**src/rtl/c2c_pkg.sv**
```systemverilog
// Shared types for the core-to-chip bus blocks.
package c2c_pkg;

  typedef enum logic [1:0] {
    ARB_IDLE   = 2'd0,
    ARB_BUSY_I = 2'd1,
    ARB_BUSY_D = 2'd2
  } arb_state_e;

  typedef enum logic {
    GRANT_INSTR = 1'b0,
    GRANT_DATA  = 1'b1
  } arb_grant_e;

endpackage

```
**src/rtl/pipeline_pkg.sv**
```systemverilog
// Core-wide pipeline parameters shared by the bus-side blocks.
package pipeline;
  localparam int unsigned XLEN = 64;
endpackage

```
**src/rtl/c2c_rr_pick2.sv**
```systemverilog
// Two-way round-robin pick: on a tie, the side that did not win last time wins.
module c2c_rr_pick2
  import c2c_pkg::*;
(
  input  logic       req_i,
  input  logic       req_d,
  input  arb_grant_e last,
  output logic       valid,
  output arb_grant_e grant
);

  // Pure combinational decision; the caller registers the result.
  always_comb begin
    valid = req_i | req_d;
    grant = GRANT_INSTR;
    if (req_i && req_d) begin
      grant = (last == GRANT_INSTR) ? GRANT_DATA : GRANT_INSTR;
    end else if (req_d) begin
      grant = GRANT_DATA;
    end
  end

endmodule

```
**src/rtl/c2c_mem_arbiter.sv**
```systemverilog
// Shares one memory port between instruction fetch and data masters,
// one transaction in flight, with a watchdog for hung slaves.
module c2c_mem_arbiter
  import c2c_pkg::*;
#(
  parameter int unsigned XLEN           = pipeline::XLEN,
  parameter int unsigned TIMEOUT_CYCLES = 255
) (
  input  logic              clk,
  input  logic              reset_n,
  input  logic              instr_re,
  input  logic [XLEN/8-1:0] instr_sel,
  input  logic [XLEN-1:0]   instr_addr,
  output logic              instr_ack,
  output logic [31:0]       instr_data,
  input  logic              data_re,
  input  logic              data_we,
  input  logic [XLEN/8-1:0] data_sel,
  input  logic [XLEN-1:0]   data_addr,
  input  logic [XLEN-1:0]   data_w,
  output logic              data_ack,
  output logic [XLEN-1:0]   data_r,
  output logic              mem_re,
  output logic              mem_we,
  output logic [XLEN/8-1:0] mem_sel,
  output logic [XLEN-1:0]   mem_addr,
  output logic [XLEN-1:0]   mem_w,
  input  logic              mem_ack,
  input  logic [XLEN-1:0]   mem_r,
  output logic              err_timeout
);

  localparam int unsigned SEL_W = XLEN / 8;
  localparam int unsigned CNT_W = (TIMEOUT_CYCLES < 2) ? 1 : $clog2(TIMEOUT_CYCLES);

  arb_state_e        state_q, state_d;
  arb_grant_e        last_q, last_d;
  logic [CNT_W-1:0]  cnt_q, cnt_d;
  logic              re_d, we_d, err_d;
  logic [SEL_W-1:0]  sel_d;
  logic [XLEN-1:0]   addr_d, w_d;
  logic              pick_valid;
  arb_grant_e        pick_grant;
  logic              expire;
  logic              done;
  logic [31:0]       fetch_word;

  c2c_rr_pick2 u_pick (
    .req_i (instr_re),
    .req_d (data_re | data_we),
    .last  (last_q),
    .valid (pick_valid),
    .grant (pick_grant)
  );

  // Watchdog fires on the TIMEOUT_CYCLES-th busy cycle without a slave ack.
  assign expire = (TIMEOUT_CYCLES != 0) && !mem_ack &&
                  (cnt_q == CNT_W'(TIMEOUT_CYCLES - 1));
  assign done   = mem_ack || expire;

  // Pick the 32-bit instruction word out of a wide bus beat.
  if (XLEN == 64) begin : g_fetch64
    assign fetch_word = mem_addr[2] ? mem_r[63:32] : mem_r[31:0];
  end else begin : g_fetch32
    assign fetch_word = mem_r[31:0];
  end

  // Master-side completion is combinational in the ack cycle; timeout returns zero data.
  assign instr_ack  = (state_q == ARB_BUSY_I) && done;
  assign data_ack   = (state_q == ARB_BUSY_D) && done;
  assign instr_data = ((state_q == ARB_BUSY_I) && mem_ack) ? fetch_word : 32'd0;
  assign data_r     = ((state_q == ARB_BUSY_D) && mem_ack) ? mem_r : '0;

  // Next-state and next memory command.
  always_comb begin
    state_d = state_q;
    last_d  = last_q;
    cnt_d   = cnt_q;
    err_d   = err_timeout;
    re_d    = mem_re;
    we_d    = mem_we;
    sel_d   = mem_sel;
    addr_d  = mem_addr;
    w_d     = mem_w;
    unique case (state_q)
      ARB_IDLE: begin
        re_d = 1'b0;
        we_d = 1'b0;
        if (pick_valid) begin
          cnt_d  = '0;
          last_d = pick_grant;
          if (pick_grant == GRANT_INSTR) begin
            state_d = ARB_BUSY_I;
            re_d    = 1'b1;
            sel_d   = instr_sel;
            addr_d  = instr_addr;
            w_d     = '0;
          end else begin
            state_d = ARB_BUSY_D;
            we_d    = data_we;
            re_d    = data_re & ~data_we;
            sel_d   = data_sel;
            addr_d  = data_addr;
            w_d     = data_w;
          end
        end
      end
      ARB_BUSY_I, ARB_BUSY_D: begin
        if (done) begin
          state_d = ARB_IDLE;
          re_d    = 1'b0;
          we_d    = 1'b0;
          if (!mem_ack) err_d = 1'b1;
        end else begin
          cnt_d = cnt_q + CNT_W'(1);
        end
      end
      default: begin
        state_d = ARB_IDLE;
        re_d    = 1'b0;
        we_d    = 1'b0;
      end
    endcase
  end

  // State, arbitration history, watchdog and registered memory command.
  always_ff @(posedge clk or negedge reset_n) begin
    if (!reset_n) begin
      state_q     <= ARB_IDLE;
      last_q      <= GRANT_DATA;
      cnt_q       <= '0;
      err_timeout <= 1'b0;
      mem_re      <= 1'b0;
      mem_we      <= 1'b0;
      mem_sel     <= '0;
      mem_addr    <= '0;
      mem_w       <= '0;
    end else begin
      state_q     <= state_d;
      last_q      <= last_d;
      cnt_q       <= cnt_d;
      err_timeout <= err_d;
      mem_re      <= re_d;
      mem_we      <= we_d;
      mem_sel     <= sel_d;
      mem_addr    <= addr_d;
      mem_w       <= w_d;
    end
  end

endmodule

```
**config.mk**
```make
export PLATFORM = sky130hd
export DESIGN_NAME = c2c_mem_arbiter
export DESIGN_NICKNAME = d
export VERILOG_FILES = /design/src/rtl/c2c_pkg.sv /design/src/rtl/pipeline_pkg.sv /design/src/rtl/c2c_rr_pick2.sv /design/src/rtl/c2c_mem_arbiter.sv
export SDC_FILE = /design/constraint.sdc
export NUM_CORES = 1
export LEC_CHECK = 0
export ABC_AREA = 1
export CORE_AREA = 5 5 196 198
export CTS_CLUSTER_SIZE = 20
export DETAILED_ROUTE_END_ITERATION = 7
export DIE_AREA = 0 0 201 203
export PLACE_DENSITY = 0.62
export SYNTH_ARGS = -nofsm -noshare
export SYNTH_HDL_FRONTEND = slang
export SYNTH_HIERARCHICAL = 1
export SYNTH_SLANG_ARGS = --single-unit
export TNS_END_PERCENT = 30
```
**constraint.sdc**
```tcl
create_clock -name clk -period 1.86 [get_ports clk]
set_input_delay 0.186 -clock clk [delete_from_list [all_inputs] [get_ports clk]]
set_output_delay 0.186 -clock clk [all_outputs]
set_load 0.005 [all_outputs]
```
==> results of run 1 <==
==> report_power, final <==
part | leakage, nW | switching [mW] | internal, mW | total [mW]
clock network | 0.287 | 1.43 | 2.18 | 3.61
logic | 4.47 | 5.71 | 5.99 | 11.7
registers | 1.82 | 0.928 | 4.87 | 5.80
total | 6.58 | 8.06 | 13.0 | 21.1
==> kinds of logic after synthesis <==
| group | count (synthesis) | synth area share [%] |
|---|---|---|
| buffers and inverters | 155 | 8.82 |
| flip-flops | 150 | 49.6 |
| AND/OR/NAND/NOR | 453 | 23.2 |
| AO/OA/AOI/OAI | 248 | 17.6 |
| adder cells (fa/ha/maj) | 5 | 0.826 |
==> final timing paths <==
path                                 endpoint  slack [ps]  cells after the start
worst max-delay path            instr_data[1]         -60                      6
worst min-delay path             mem_addr[33]         190                      2
worst max register to register       cnt_q[0]          90                     11
worst min register to register    err_timeout         480                      1
max in group asynchronous              last_q        1000                      3
min in group clk                    mem_w[24]         290                      3
==> registers in the layout, indices dropped and copies added (netlist names) <==
signal	count
err_timeout	1
state_q	2
cnt_q	8
mem_addr	64
mem_we	1
last_q	1
mem_re	1
mem_w	64
mem_sel	8
==> cell type report <==
type | count | area share (%)
inverters | 86 | 2.24
clock inverters | 10 | 0.990
clock buffers | 21 | 3.17
repair buffers | 579 | 38.7
well taps | 468 | 4.03
flip-flops and latches | 150 | 25.9
multi-input cells | 706 | 25.0
==> per-layer routing <==
metal	GRT usage (%)	vias up	wire length, µm
li1	-	4267	-
met1	18.2	4193	13500
met2	30.3	415	19000
met3	6.98	81	3340
met4	6.34	0	1400
met5	0	-	0
==> stage by stage <==
| stage | TNS (ps) | hold WS [ps] |
|---|---|---|
| after floorplan | 0 | -110 |
| after global placement | -4300 | 89.2 |
| after detailed placement | -5320 | 92.9 |
| after CTS | -3730 | 160 |
| after global routing | -8210 | 188 |
| final | -1800 | 187 |
==> cells in the final DEF, fill, tap and decap left out, drive strengths merged <==
cell type	netlist	layout
dlygate4sd2	0	1
bufinv	0	3
clkdlybuf4s50	0	414
inv	86	89
nor2	185	185
nand2	255	255
dlygate4sd3	0	1
dfstp	1	1
ha	5	5
clkbuf	39	27
or2	1	1
dfrtp	149	149
o21ai	67	67
o21bai	2	2
a211oi	32	32
clkinv	0	1
nand4	1	1
a21oi	146	146
clkinvlp	0	3
buf	30	157
nand3	11	11
a31o	1	1
==> what timing repair did <==
action                     CTS  global route
resized for setup          403           118
buffers inserted             2             4
hold endpoints to repair   128             0
hold buffers                 1             0
setup endpoints to repair   99            99
pin swaps                    5            33
gates cloned                 4             6
==> synth_stat cells (2+ instances only) <==
cell type and count:
a211oi_1 32, ha_1 5, o21bai_1 2, o21ai_0 66
nand2_4 3, a21oi_1 145, nand2_1 250, buf_1 3
buf_6 8, nand3_1 11, nand2_2 2, inv_1 85
nor2_1 183, buf_2 18, dfrtp_1 149, clkbuf_1 39
==> critical path: stages, from the launching register on <==
cell      delay [ps]
dfrtp_1          400
inv_2             90
ha_4             170
nand2_8          100
buf_4            170
a211oi_2         210
buf_2            150
==> impl_metrics.yaml, run 1 <==
sta:
  crit_share_post_route_pct: 103
  finalMaxSlewViolations: 0
  worst_slew_margin_rel_pct: 71.6
  final_period_minus_worst_setup_slack_ps: 1920
  grt_setup_unrepaired: "yes"
  clock_skew_ps: 6.21
  worst_case_setup_margin_in_the_final_layout_ps: -59.3
  hold_viol: 0
  max_slew.worst_pin.slew_ps: 425
  finalSetupViolCount: 78
  max_clock_freq_mhz: 521
synth:
  synth.lib_cells_used.distinct: 26
  synth_async_sr_flop_share_pct: 100
  number_of_enable_type_register_cells_in_the_synthesized_netlist: 0
  seq_area_frac_synth_pct: 49.6
  largest_cells_by_area_after_synthesis: "dfrtp_1, nand2_1, a21oi_1"
  syn_inst: 1011
  avgSynthCellArea_um2: 7.49
  netlist_area_pre_place_mm2: 0.00758
  synthFlopType: "dfrtp_1"
  synth_area_leader_cell: "dfrtp_1"
  synth_top_area_share_pct: 49.2
  synth.yosys.warnings: 6
  syn-num-nets: 1294
  yosys_register_bits: 150
routing:
  drt_first_iter_violations: 363
  wl_per_cell_um: 18.4
  post_drt_via_cell_ratio: 4.43
  drt_drc_violations_left: 0
  routed-via-count: 8956
  drt_wirelength_um: 37300
  drt.antenna.violating_nets: 0
  firstDrtPassIters: 4
place:
  preCtsSetupSlack_ps: -136
  placement.cell_area_mm2: 0.0136
  portBuffers: 514
  post-place-cells: 1972
  gp_routability_congestion: 0.897
  place_hpwl_um: 27900
die:
  pin_count: 515
  floorplan.initialDensity_pct: 20.8
  core_area_mm2: 0.0363
  die_w_um: 201
  num_rows: 70
  die_height_um: 203
  floorplan_die_area_mm2: 0.0408
pwr:
  p_leak_nw: 6.58
  worst_vdd_drop_mv: 0.799
  pd_cells_mw_per_mm2: 1450
  finalPower_mw: 21.1
layout:
  final-instance-count-excl-fill: 2020
  synthToLayoutAreaGrowth_pct: 91.8
  layout_net_count: 1823
  fin_util_pct: 40.0
  diodes: 0
  layout_cells_sized_above_1_pct: 19.7
  multiInputGateArea_mm2: 0.00364
  fillerInstances: 3697
  postLayoutCellArea_mm2: 0.0145
  area.sequential_mm2: 0.00376
global_routing:
  antenna_violations_before_repair: 1
  wire_length_of_the_first_global_routing_pass_um: 54600
  total_overflow_reported_by_the_global_router: 0
  maximum_number_of_pins_on_one_net_before_global_route_repair: 59
  first_global_vias: 9214
  grt_util_all_layers_pct: 17.0
run_status:
  status: "complete, but fails checks"
  violations: "negative setup slack"
flow_run:
  max_cap_viols: 0
critical_path:
  crit_required_ps: 1670
  startpoint: "state_q[1]"
  worst-path-max-fanout: 7
  setup.worst_path.start_class: "flip-flop"
  timing_worst_setup_path_type: "reg -> out"
  critPathArrivalTime_ps: 1730
  critical_path.endpoint_type: "output port"
  worst_r2r_startpoint: "state_q[1]"
clock_network:
  root_buffer: "clkbuf_16"
  worst_skew_pair.late_latency_ps: 440
  clock_sinks: 150
  cts_buffers: 17
  cts.path.max_buffers: 2
  worst_setup_hold_path_clk_slew_ps: 60
  tritoncts: "built"
  htree_num_levels: 4
hold_path:
  hp-class: "in -> async"
No activity file was read; power rests on OpenSTA's default activity.
==> inputs of run 2 (changes only) <==
Settings changed: SLEW_MARGIN from default to 20.
==> results of run 2 <==
The final DEF is identical to that of run 1; final timing and power are the same.
==> inputs of run 3 (changes only) <==
Settings changed: CTS_CLUSTER_SIZE 20 to 10.
==> results of run 3 <==
The final DEF is identical to that of run 1; final timing and power are the same.
==> RTL change 1, RTL diff (settings of run 3) <==
Set the package constant `XLEN` to 72 (it was 64).
--- a/src/rtl/pipeline_pkg.sv
+++ b/src/rtl/pipeline_pkg.sv
@@ -1,5 +1,5 @@
 // Core-wide pipeline parameters shared by the bus-side blocks.
 package pipeline;
-  localparam int unsigned XLEN = 64;
+  localparam int unsigned XLEN = 72;
 endpackage
 
Interface: changed (10 resized); port bits go from 515 to 574. The function was not compared with the original's and may differ.
==> RTL change 1 against run 3 <==
The flow still finishes with violations (setup timing). Wire length is 6.4% higher. Clock skew is 3.8 ps higher. Final cell count is 6.3% higher. Sequential cell count is 17 higher. Non-clock buffer count is 58 higher. Clock power is 3% higher. Sequential share of layout area is 1.2 points higher. Worst hold slack better by 86 ps. Total power is 3.6% higher. Synthesized area is 6.9% higher. Worst setup slack worse by 220 ps. Design area is 6.2% higher.
==> RTL change 1: results (changes against run 3) <==
- Outcome: finished with violations
- Failing checks: setup timing
- Overall Global Routing Usage: 18.5% (+1.5 points)
- Commonest cells post-synth: 276 x nand2_1, 200 x nor2_1, 166 x dfrtp_1
- Met3 wire len: 3000 um (-10%)
- Final worst slack: -278 ps (-219 ps)
- Multi-input gate count: 742 (+5.1%)
- Initial antenna violation count: 11 (+10)
- Met1 GRT Util: 20.2% (+2.0 points)
- Wirelength per Cell: 18.5 um (about the same)
- Distinct cells, synth: 24 (-7.7%)
- PortBufs: 573 (+11%)
- Worst-path fanout max: 10 (+3)
- Seq. pwr: 0.00642 W (+11%)
- Met1 WL: 14,800 um (+9.2%)
- Post-place setup slack: -130 ps (+5.62 ps)
- Worst-Margin Slew: 465 ps (+39.3 ps)
- Final setup vio count: 66 (-15%)
- VDD IR max: 0.000980 V (+23%)
- 1st-pass router iterations: 5 (+1)
- Inverters, non-clock: 94 (+9.3%)
- P_leak: 7.52 nW (+14%)
- Arrival time worst endpoint: 1950 ps (+220 ps)
- Global routing usage on met3: 6.39% (-0.59 points)
- Layout cell share with drive strength beyond 1: 12.7% (-7.0 points)
- Total number of vias: 9,448 (+5.5%)
- NonClk Buf Share: 41.0% (+2.3 points)
- Regs by FF count: mem_addr (72), mem_w (72), mem_sel (9)
- Initial DRC count: 424 (+17%)
- Setup TNS: -10,380 ps (-8580 ps)
- Antenna cells: 10 (+10)
## RTL change 1: final timing paths
kind                       slack (ps)                        to  cells after the start              startpoint
min                               270     mem_w[45]$_DFFE_PN0P_                      2                 reset_n
min in group clk                  290  mem_addr[71]$_DFFE_PN0P_                      3           data_addr[71]
max                              -280                data_r[39]                      9  state_q[1]$_DFFE_PN0P_
min reg2reg                       480     mem_w[53]$_DFFE_PN0P_                      2   mem_w[53]$_DFFE_PN0P_
max reg2reg                       120  mem_addr[37]$_DFFE_PN0P_                      9  state_q[0]$_DFFE_PN0P_
max in group asynchronous         850    state_q[0]$_DFFE_PN0P_                      3                 reset_n
## RTL change 1: kinds of logic (layout without fill, tap and decap cells)
| group | count (synthesis) | in the layout | share of synthesized area, % |
|---|---|---|---|
| flops | 167 | 167 | 51.6 |
| buf+inv | 164 | 760 | 8.93 |
| fa+ha+maj | 5 | 5 | 0.773 |
| simple gates | 495 | 495 | 23.6 |
| compound gates | 242 | 242 | 15.1 |
| other cells | 0 | 10 | 0 |
## RTL change 1: through the flow
step	util, %	std cells
2_1_floorplan	-	1073
3_3_place_gp	40.2	2089
3_5_place_dp	40.2	2089
4_1_cts	41.7	2124
5_1_grt	42.5	2147
6_report	42.5	2147
## RTL change 1: worst register-to-register path: stages, from the launching register on
cell and delay [ps]:
dfrtp_2 440, inv_2 90, buf_4 100, buf_4 100, ha_4 150, nand2_4 110, buf_12 180, buf_12 160
a21oi_1 210, a21oi_1 100
## RTL change 1: repair_timing
| action | 4_1_cts | 5_1_grt |
|---|---|---|
| hold buffers | 1 | 0 |
| gates cloned | 1 | 5 |
| gates resized for setup | 229 | 136 |
| endpoints found under the setup margin | 109 | 184 |
| pin swaps | 3 | 1 |
| setup buffers | 4 | 8 |
| hold endpoints to repair | 37 | 0 |
==> RTL change 2, RTL diff (flow settings as in run 3) <==
Made on the original files. Reset style: synchronous (`reset_n`), changed in one clocked block.
--- a/src/rtl/c2c_mem_arbiter.sv
+++ b/src/rtl/c2c_mem_arbiter.sv
@@ -125,5 +125,5 @@
 
   // State, arbitration history, watchdog and registered memory command.
-  always_ff @(posedge clk or negedge reset_n) begin
+  always_ff @(posedge clk) begin
     if (!reset_n) begin
       state_q     <= ARB_IDLE;
Check against the original RTL: differs if reset_n is asserted again (counterexample within 4 cycles, from zero or initial values and one cycle with reset_n low); with reset_n held inactive, the same outputs for 4 cycles.
==> RTL change 2 against run 3 <==
The run still ends with setup timing left. Maximum frequency up 1.6%. Synthesized area down 2.4%. Final cell count up 4.9%. Wire length down 4.1%. Sequential cell count unchanged. Synthesized cell count up 8.5%. Design area down 3.4%. Worst setup slack better by 31 ps.
Power is not compared: it rests on default switching activity, and its combinational part moved more than twofold at a synthesized area within 25%.
==> RTL change 2: results (changes against run 3) <==
- DP HPWL: 28,000 um (+0.32%)
- Final worst slack: -28.4 ps (+30.9 ps)
- Compound-cell area share of the yosys netlist: 16.2% (-1.4 points)
- Total Nets Final: 1,917 (+5.2%)
- Fraction of area in registers: 21.5% (-4.4 points)
- Metal2 WL: 18,200 um (-4.3%)
- Outcome: finished with violations
- Post-CTS Setup Inserts: 1 (-1)
- Initial DRC count: 315 (-13%)
- Fraction of area in multi-input gates: 25.8% (+0.80 points)
- Inverters, non-clock: 162 (+88%)
- Worst-Margin Slew: 490 ps (+64.3 ps)
- Non-CTS buffers: 595 (+2.8%)
- Arrival time worst endpoint: 1700 ps (-30 ps)
- Final wirelength: 35,700 um (-4.1%)
- Multi-input gate area: 3620 um^2 (-0.34%)
- First-pass GRT wire length: 52,600 um (-3.6%)
- Slowest Stage Delay on Critical Path: 330 ps (-70 ps)
- Main synth FF type: dfxtp_1
- Final setup vio count: 1 (-99%)
- Met3 wire len: 2850 um (-15%)
- Antenna cells: 5 (+5)
- Synthesized Nets: 1,380 (+6.6%)
- Cells after Synth: 1,097 (+8.5%)
- NonClk Buf Share: 39.5% (+0.87 points)
- DP Area: 13,400 um^2 (-1.6%)
- Top post-synthesis cells by area: dfxtp_1 41%, nand2_1 15%, o211ai_1 7.3%
- Largest net degree at the start of global routing: 72 (+22%)
- ClkCell Share: 4.53% (+0.37 points)
- R2R Path End: cnt_q[6]$_SDFFE_PN0P_
- Commonest cells post-synth: 303 x nand2_1, 150 x dfxtp_1, 135 x inv_1
- CP Launch Point: state_q[1]$_SDFFE_PN0P_
- Distinct cells, synth: 28 (+7.7%)
- # clk buffers: 18 (-14%)
- Vias in the first global route: 8,999 (-2.3%)
- Multi-input gate count: 708 (+0.28%)
- Slowest CP cell: dfxtp_2
- Post-place setup slack: -253 ps (-117 ps)
- Layout cell share with drive strength beyond 1: 17.7% (-2.0 points)
- Failing checks: setup timing
- Sequential cell count: 150 (unchanged)
- Worst hold slack: 238 ps (+51.0 ps)
- Post-CTS sizing: 208 (-48%)
- Met1 WL: 13,500 um (-0.14%)
- Total number of vias: 9,091 (+1.5%)
-- RTL change 2: cell types whose count changed in the layout (fill, tap and decap cells not counted), moves of 27 or more --
cell / change
inv_1: +52
dfxtp_1: +146
o211ai_1: +72
nand2_1: +53
nor2_2: -38
a21oi_1: -70
dfrtp_1: -148
o21ai_0: -63
buf_4: +27
clkbuf_2: +59
nand3_1: +74
buf_2: -65
-- RTL change 2: power groups by stage --
| stage | Sequential (W) | Combinational [W] | Clock, W |
|---|---|---|---|
| after floorplan | 0.00403 | 0.00181 | 0 |
| after global placement | 0.00400 | 0.00431 | 0 |
| after detailed placement | 0.00402 | 0.00434 | 0 |
| after CTS | 0.00397 | 0.00436 | 0.00394 |
| after global routing | 0.00402 | 0.00486 | 0.00408 |
| final | 0.00397 | 0.00444 | 0.00378 |
-- RTL change 2: worst min-delay path, stage by stage --
cell	delay, ps
buf_2	250
nand2_1	140
nor2_1	30
